<file path="src/rtl/pc060ha_pkg.sv">
// Shared constants for the PC060HA-style main/sound CPU mailbox.
package pc060ha_pkg;

    localparam int SLOTS = 4;
    localparam int DW    = 4;
    localparam int IDX_W = 3;
    localparam int NCTRL = 4;

    typedef logic [DW-1:0] nib_t;

    // Window index values written through the A0=0 register.
    localparam logic [IDX_W-1:0] IDX_SLOT0 = 3'd0;
    localparam logic [IDX_W-1:0] IDX_SLOT1 = 3'd1;
    localparam logic [IDX_W-1:0] IDX_SLOT2 = 3'd2;
    localparam logic [IDX_W-1:0] IDX_SLOT3 = 3'd3;
    localparam logic [IDX_W-1:0] IDX_STAT  = 3'd4;
    localparam logic [IDX_W-1:0] IDX_FULL  = 3'd5;
    localparam logic [IDX_W-1:0] IDX_OVR   = 3'd6;
    localparam logic [IDX_W-1:0] IDX_CTRL  = 3'd7;

    // Position of each control/status register inside the 4-entry control group.
    localparam int CSEL_STAT = int'(IDX_STAT - IDX_STAT);
    localparam int CSEL_FULL = int'(IDX_FULL - IDX_STAT);
    localparam int CSEL_OVR  = int'(IDX_OVR  - IDX_STAT);
    localparam int CSEL_CTRL = int'(IDX_CTRL - IDX_STAT);

    // Control bit positions.
    localparam int CTRL_SUB_RESET_BIT = 0;
    localparam int OVR_M2S_BIT        = 0;
    localparam int OVR_S2M_BIT        = 1;
    localparam int NMI_EN_BIT         = 0;
    localparam int NMI_PEND_BIT       = 1;
    localparam int NMI_ACK_BIT        = 1;

    // Indices 0..3 are data slots, 4..7 the control group.
    function automatic logic is_slot_idx(input logic [IDX_W-1:0] idx);
        return (idx < IDX_STAT);
    endfunction

endpackage

</file>
<file path="src/rtl/pc060ha_cpu_port.sv">
// One CPU side of the mailbox: index register, access decode, read mux and
// registered read data. Storage lives in the top; this block only steers it.
module pc060ha_cpu_port
    import pc060ha_pkg::*;
(
    input  logic                       clk,
    input  logic                       srst,
    input  logic                       hold,
    input  logic                       cs,
    input  logic                       wr,
    input  logic                       a0,
    input  logic [IDX_W-1:0]           di_idx,
    input  logic [SLOTS-1:0][DW-1:0]   slot_rd_data,
    input  logic [NCTRL-1:0][DW-1:0]   ctrl_rd_data,
    output logic [SLOTS-1:0]           slot_wr,
    output logic [SLOTS-1:0]           slot_rd,
    output logic [NCTRL-1:0]           ctrl_wr,
    output logic [DW-1:0]              rdata
);

    logic [IDX_W-1:0] idx_q, idx_d;
    nib_t             rdata_q, rdata_d;
    logic [1:0]       sel;

    assign sel   = idx_q[1:0];
    assign rdata = rdata_q;

    // Decode one access; while held the side is frozen and its index parks at 0.
    always_comb begin
        idx_d   = idx_q;
        rdata_d = rdata_q;
        slot_wr = '0;
        slot_rd = '0;
        ctrl_wr = '0;
        if (hold) begin
            idx_d = '0;
        end else if (cs) begin
            if (!a0) begin
                if (wr) idx_d = di_idx;
                else    rdata_d = '0;
            end else if (is_slot_idx(idx_q)) begin
                if (wr) begin
                    slot_wr[sel] = 1'b1;
                end else begin
                    slot_rd[sel] = 1'b1;
                    rdata_d      = slot_rd_data[sel];
                end
            end else begin
                if (wr) ctrl_wr[sel] = 1'b1;
                else    rdata_d      = ctrl_rd_data[sel];
            end
        end
    end

    // Index and read-data registers.
    always_ff @(posedge clk) begin
        if (srst) begin
            idx_q   <= '0;
            rdata_q <= '0;
        end else begin
            idx_q   <= idx_d;
            rdata_q <= rdata_d;
        end
    end

endmodule

</file>
<file path="src/rtl/pc060ha_mailbox_ctrl.sv">
// Main/sound CPU mailbox: 4 nibble slots each way with full flags, sticky
// overrun bits, a sound-CPU reset line and an NMI raised by a slot-3 write.
module pc060ha_mailbox_ctrl #(
    parameter int SLOTS      = 4,
    parameter bit NMI_EN_RST = 1'b0
) (
    input  logic       MCLK,
    input  logic       RESET,
    input  logic       MAIN_CS,
    input  logic       MAIN_WR,
    input  logic       MAIN_A0,
    input  logic [3:0] MAIN_DI,
    output logic [3:0] MAIN_DO,
    input  logic       SUB_CS,
    input  logic       SUB_WR,
    input  logic       SUB_A0,
    input  logic [3:0] SUB_DI,
    output logic [3:0] SUB_DO,
    output logic       SUB_NMI,
    output logic       SUB_RESET
);
    import pc060ha_pkg::*;

    logic [SLOTS-1:0][DW-1:0] m2s_data, s2m_data;
    logic [SLOTS-1:0]         m2s_full, s2m_full;
    logic [SLOTS-1:0]         m2s_ovr_hit, s2m_ovr_hit;
    logic [SLOTS-1:0]         main_slot_wr, main_slot_rd, sub_slot_wr, sub_slot_rd;
    logic [NCTRL-1:0]         main_ctrl_wr, sub_ctrl_wr;
    logic [NCTRL-1:0][DW-1:0] main_ctrl_rd, sub_ctrl_rd;

    logic sub_reset_q, sub_reset_d;
    logic ovr_m2s_q, ovr_m2s_d, ovr_s2m_q, ovr_s2m_d;
    logic nmi_en_q, nmi_en_d, nmi_pend_q, nmi_pend_d;
    logic sub_nmi_q, sub_nmi_d;

    // Control-group read views for each side; unlisted entries read zero.
    always_comb begin
        main_ctrl_rd            = '0;
        main_ctrl_rd[CSEL_STAT] = s2m_full;
        main_ctrl_rd[CSEL_FULL] = m2s_full;
        main_ctrl_rd[CSEL_OVR]  = {2'b00, ovr_s2m_q, ovr_m2s_q};
        main_ctrl_rd[CSEL_CTRL] = {3'b000, sub_reset_q};
        sub_ctrl_rd             = '0;
        sub_ctrl_rd[CSEL_STAT]  = m2s_full;
        sub_ctrl_rd[CSEL_FULL]  = {2'b00, nmi_pend_q, nmi_en_q};
    end

    pc060ha_cpu_port u_main_port (
        .clk          (MCLK),
        .srst         (RESET),
        .hold         (1'b0),
        .cs           (MAIN_CS),
        .wr           (MAIN_WR),
        .a0           (MAIN_A0),
        .di_idx       (MAIN_DI[IDX_W-1:0]),
        .slot_rd_data (s2m_data),
        .ctrl_rd_data (main_ctrl_rd),
        .slot_wr      (main_slot_wr),
        .slot_rd      (main_slot_rd),
        .ctrl_wr      (main_ctrl_wr),
        .rdata        (MAIN_DO)
    );

    pc060ha_cpu_port u_sub_port (
        .clk          (MCLK),
        .srst         (RESET),
        .hold         (sub_reset_q),
        .cs           (SUB_CS),
        .wr           (SUB_WR),
        .a0           (SUB_A0),
        .di_idx       (SUB_DI[IDX_W-1:0]),
        .slot_rd_data (m2s_data),
        .ctrl_rd_data (sub_ctrl_rd),
        .slot_wr      (sub_slot_wr),
        .slot_rd      (sub_slot_rd),
        .ctrl_wr      (sub_ctrl_wr),
        .rdata        (SUB_DO)
    );

    // Control-group writes that have no effect on either side.
    logic unused_ctrl_wr;
    assign unused_ctrl_wr = ^{main_ctrl_wr[CSEL_FULL], main_ctrl_wr[CSEL_CTRL],
                              sub_ctrl_wr[CSEL_STAT], sub_ctrl_wr[CSEL_OVR],
                              sub_ctrl_wr[CSEL_CTRL]};

    genvar gi;
    generate
        for (gi = 0; gi < SLOTS; gi++) begin : g_slot
            nib_t m2s_data_q, m2s_data_d, s2m_data_q, s2m_data_d;
            logic m2s_full_q, m2s_full_d, s2m_full_q, s2m_full_d;

            // A write sets the flag and beats a same-cycle read clear; the
            // reader already sampled the old data through the read mux.
            always_comb begin
                m2s_data_d = m2s_data_q;
                m2s_full_d = m2s_full_q;
                s2m_data_d = s2m_data_q;
                s2m_full_d = s2m_full_q;
                if (main_slot_wr[gi]) begin
                    m2s_data_d = MAIN_DI;
                    m2s_full_d = 1'b1;
                end else if (sub_slot_rd[gi]) begin
                    m2s_full_d = 1'b0;
                end
                if (sub_slot_wr[gi]) begin
                    s2m_data_d = SUB_DI;
                    s2m_full_d = 1'b1;
                end else if (main_slot_rd[gi]) begin
                    s2m_full_d = 1'b0;
                end
                // s2m flags belong to the sound CPU and are cleared while it is in reset.
                if (sub_reset_d) s2m_full_d = 1'b0;
            end

            // Slot data and full-flag registers.
            always_ff @(posedge MCLK) begin
                if (RESET) begin
                    m2s_data_q <= '0;
                    m2s_full_q <= 1'b0;
                    s2m_data_q <= '0;
                    s2m_full_q <= 1'b0;
                end else begin
                    m2s_data_q <= m2s_data_d;
                    m2s_full_q <= m2s_full_d;
                    s2m_data_q <= s2m_data_d;
                    s2m_full_q <= s2m_full_d;
                end
            end

            assign m2s_data[gi]    = m2s_data_q;
            assign m2s_full[gi]    = m2s_full_q;
            assign s2m_data[gi]    = s2m_data_q;
            assign s2m_full[gi]    = s2m_full_q;
            assign m2s_ovr_hit[gi] = main_slot_wr[gi] & m2s_full_q;
            assign s2m_ovr_hit[gi] = sub_slot_wr[gi] & s2m_full_q;
        end
    endgenerate

    // Sound-CPU reset, overrun bits and NMI bookkeeping; sets win over clears.
    always_comb begin
        sub_reset_d = sub_reset_q;
        ovr_m2s_d   = ovr_m2s_q;
        ovr_s2m_d   = ovr_s2m_q;
        nmi_en_d    = nmi_en_q;
        nmi_pend_d  = nmi_pend_q;
        if (main_ctrl_wr[CSEL_STAT]) sub_reset_d = MAIN_DI[CTRL_SUB_RESET_BIT];
        if (main_ctrl_wr[CSEL_OVR]) begin
            if (MAIN_DI[OVR_M2S_BIT]) ovr_m2s_d = 1'b0;
            if (MAIN_DI[OVR_S2M_BIT]) ovr_s2m_d = 1'b0;
        end
        if (|m2s_ovr_hit) ovr_m2s_d = 1'b1;
        if (|s2m_ovr_hit) ovr_s2m_d = 1'b1;
        if (sub_ctrl_wr[CSEL_FULL]) begin
            nmi_en_d = SUB_DI[NMI_EN_BIT];
            if (SUB_DI[NMI_ACK_BIT]) nmi_pend_d = 1'b0;
        end
        if (main_slot_wr[SLOTS-1]) nmi_pend_d = 1'b1;
        if (sub_reset_d) begin
            nmi_en_d   = NMI_EN_RST;
            nmi_pend_d = 1'b0;
        end
        sub_nmi_d = nmi_pend_d & nmi_en_d;
    end

    // Control state registers; the sound CPU comes out of reset held.
    always_ff @(posedge MCLK) begin
        if (RESET) begin
            sub_reset_q <= 1'b1;
            ovr_m2s_q   <= 1'b0;
            ovr_s2m_q   <= 1'b0;
            nmi_en_q    <= NMI_EN_RST;
            nmi_pend_q  <= 1'b0;
            sub_nmi_q   <= 1'b0;
        end else begin
            sub_reset_q <= sub_reset_d;
            ovr_m2s_q   <= ovr_m2s_d;
            ovr_s2m_q   <= ovr_s2m_d;
            nmi_en_q    <= nmi_en_d;
            nmi_pend_q  <= nmi_pend_d;
            sub_nmi_q   <= sub_nmi_d;
        end
    end

    assign SUB_RESET = sub_reset_q;
    assign SUB_NMI   = sub_nmi_q;

endmodule

</file>
<file path="config.mk">
export PLATFORM = sky130hd
export DESIGN_NAME = pc060ha_mailbox_ctrl
export DESIGN_NICKNAME = d
export VERILOG_FILES = /design/src/rtl/pc060ha_pkg.sv /design/src/rtl/pc060ha_cpu_port.sv /design/src/rtl/pc060ha_mailbox_ctrl.sv
export SDC_FILE = /design/constraint.sdc
export NUM_CORES = 1
export LEC_CHECK = 0
export BUFFER_PORTS_ARGS = -buffer_cell sky130_fd_sc_hd__buf_4
export CORE_ASPECT_RATIO = 1.25
export CORE_UTILIZATION = 27
export CTS_CLUSTER_DIAMETER = 100
export CTS_CLUSTER_SIZE = 30
export DETAILED_ROUTE_END_ITERATION = 10
export PLACE_DENSITY = 0.49
export SYNTH_ARGS = -nofsm -noshare
export SYNTH_HDL_FRONTEND = slang
export SYNTH_SLANG_ARGS = --single-unit
</file>
<file path="constraint.sdc">
create_clock -name MCLK -period 2.4 [get_ports MCLK]
set_input_delay 0.24 -clock MCLK [delete_from_list [all_inputs] [get_ports MCLK]]
set_output_delay 0.24 -clock MCLK [all_outputs]
set_load 0.1 [all_outputs]
</file>
==> summary.md <==
| Metric | Value |
|---|---|
| Status | `completed` |
| Die Span Y | `116 um` |
| Clock transition at path regs | `0.06 ns` |
| Synth Warn # | `0` |
| Crit start category | `flip-flop` |
| First-pass GRT wire length | `11300 um` |
| Vias | `2156` |
| Bufs on Longest Clock Path | `2` |
| Area delta synth->final | `19.8%` |
| Drt via density | `4.87` |
| PwrDens | `692 nW/um2` |
| Nets | `325` |
| Vias in the first global route | `2082` |
| Post-synth cell types | `40` |
| Placed wire-length estimate | `5190 um` |
| Synth Cell Area | `2820 um2` |
| GRT Util Overall | `0.145` |
| Post-synth EDFFs | `0` |
| Total Wirelength | `7140 um` |
| Hold_buf cts | `0` |
| Pre-CTS setup slack | `0.497 ns` |
| WHS | `0.178 ns` |
| Clk_lat worst skew | `0.33 ns` |
| CTS tree | `built` |
| Slew @ Worst Pin | `0.708 ns` |
| CTS sink cnt | `60` |
| DR DRC count | `0` |
| # diodes | `0` |
| CP Capture Type | `flip-flop` |
| WS Path Type | `flip-flop to flip-flop` |
| Cell with the most instances after synthesis | `dfxtp_1` |
| Setup Skew | `0.0104 ns` |
| Initial Util | `0.279` |
| IO Pins | `26` |
| Largest net degree at the start of global routing | `29` |
| Die width | `93.5 um` |
| Worst Setup SP | `u_main_port.idx_q[0]$_SDFFE_PP0P_` |
| Yosys top cell area share | `0.426` |
| Antenna violations before repair | `0` |
| Final setup fails | `0` |
| H-tree depth | `3` |
| Worst EP required | `2.62 ns` |
| Root buffer cell | `clkbuf_16` |
| Relative slew slack | `0.528` |
| HP Start | `SUB_DI[3]` |
| Class of the worst hold path | `input pin to flip-flop` |
| MaxCap Viol Count | `0` |
| DIE AREA | `10900 um2` |
| RSZ-0062 raised after global routing | `no` |
| CTS resizes | `0` |
| Worst path cell trace | `mux4_2, and3_1, a221o_1` |
| Share of cells above drive strength 1 | `0.210` |
| Synth Net Count | `303` |
| Wire per inst | `16.1 um` |
| Critical Path Slowest Stage Cell | `dfxtp_1` |
| Layout Utilization | `0.335` |
| Post-synth ARST share | `0` |
| Average size of a mapped cell | `9.84 um2` |
| Register area share after synthesis | `0.426` |
| Core area | `10100 um2` |
| VDD IR-drop max | `351 uV` |
| Post-synthesis sequential element count | `60` |
| Filler instances | `1027` |
| Total grt overflow | `0` |
| Largest area contributor in the netlist | `dfxtp_1` |
| Drt pass-1 iters | `4` |
| Peak Freq | `521 MHz` |
| Most frequent cells after synthesis | `60 x dfxtp_1, 41 x mux2i_1, 41 x nor2_1` |
| Row cnt | `41` |
| CTS buffer count | `9` |
| Synth top area cells | `dfxtp_1 43%, mux2i_1 15%, mux4_2 6.4%` |
| Hold Fails Final Rpt | `0` |
| GPL Wtd Cong | `0.723` |
| Port Buffers | `25` |
| Final min period | `1.92 ns` |
| Final ANT Viol Nets | `0` |
| R2r startpoint | `u_main_port.idx_q[0]$_SDFFE_PP0P_` |
| DRT iter0 DRCs | `105` |
| Hold path cells | `3` |
| Register area | `1200 um2` |
| Synth Flop Type | `dfxtp_1` |
| Period utilization | `0.800` |
| Worst path arrival time | `2.14 ns` |
| Setup TNS | `0 ns` |
| R2R depth | `3` |
| PnR worst setup slack | `0.480 ns` |
| Highest fanout seen on the critical path | `17` |
| Setup bufs post-CTS | `0` |
| Area of the multi-input gates | `1450 um2` |
| Worst stage delay on the critical path | `0.77 ns` |
| Cells after synthesis | `287` |
| Leak | `0.00121 uW` |
| Slew Limit Fails | `0` |
[state kept, by name, summed over array words and instances, names as in the netlist]
name	flops
u_main_port.idx_q	3
g_slot.s2m_full_q	4
SUB_NMI	1
ovr_m2s_q	1
u_sub_port.rdata	4
nmi_en_q	1
g_slot.m2s_data_q	16
g_slot.s2m_data_q	16
SUB_RESET	1
u_main_port.rdata	4
nmi_pend_q	1
ovr_s2m_q	1
u_sub_port.idx_q	3
g_slot.m2s_full_q	4
[final timing paths]
check | end | slack (ns)
setup / recovery | u_main_port.rdata[0]$_SDFFE_PP0P_ | 0.48
hold / removal | g_slot[0].s2m_data_q[3]$_SDFFE_PP0P_ | 0.18
setup reg to reg | u_main_port.rdata[0]$_SDFFE_PP0P_ | 0.48
hold reg to reg | u_main_port.rdata[3]$_SDFFE_PP0P_ | 0.44
[layout by cell type, fill, tap and decap left out, drive strengths merged]
cell type	n
mux4	9
clkinvlp	2
or2	1
o31ai	2
and3	3
o22ai	1
o211ai	1
nor4	3
nor3	7
nand2b	5
nor3b	5
o221ai	1
mux2i	41
and4b	2
nand3	7
a211o	2
nor2	41
clkbuf	13
a32oi	2
nand3b	6
inv	10
a21oi	18
buf	32
clkinv	1
and4bb	3
a22oi	2
dfxtp	60
o21ai	10
mux2	2
a221o	1
nand4	2
or3	1
nor2b	2
nand2	16
[metal layers]
metal	vias to the layer above	GRT usage	share of wire
met5	-	0	0
met1	1043	0.163	0.42
met2	36	0.260	0.53
met3	11	0.0384	0.035
li1	1066	-	-
met4	0	0.0585	0.017
[through the flow]
step / instances / power [uW] / area [um2]
after floorplan: 287 / 1090 / 2820
after global placement: 427 / 1130 / 3090
after detailed placement: 427 / 1130 / 3090
after CTS: 443 / 2370 / 3380
after global routing: 443 / 2430 / 3380
final: 443 / 2340 / 3380
[critical path: cells and delay by family, from the launching register on]
family | cells | cell delay, ns
and+or+nand+nor | 1 | 0.19
muxes | 1 | 0.60
DFF | 1 | 0.77
AOI/OAI and AO/OA | 1 | 0.25
[where the power goes]
| part | total [uW] | switching, uW | internal (uW) |
|---|---|---|---|
| combinational | 97.4 | 59.1 | 38.4 |
| clock | 1230 | 450 | 780 |
| sequential | 1010 | 9.82 | 1000 |
| total | 2340 | 519 | 1820 |
[cell type report]
cell class / count / share of cell area
Clock buffer: 13 / 0.0799
Multi-Input combinational cell: 196 / 0.429
Clock inverter: 3 / 0.00592
Inverter: 10 / 0.0111
Tap cell: 129 / 0.0477
Timing Repair Buffer: 32 / 0.0710
Sequential cell: 60 / 0.355
[logic make-up (layout without fill, tap and decap cells)]
kind of cell / count (synthesis) / after routing / synth area share
compound gates: 40 / 40 / 0.0842
flops: 60 / 60 / 0.426
simple gates: 104 / 104 / 0.203
mux: 52 / 52 / 0.227
buf+inv: 31 / 58 / 0.0603
Power figures use the tool's default switching activity.
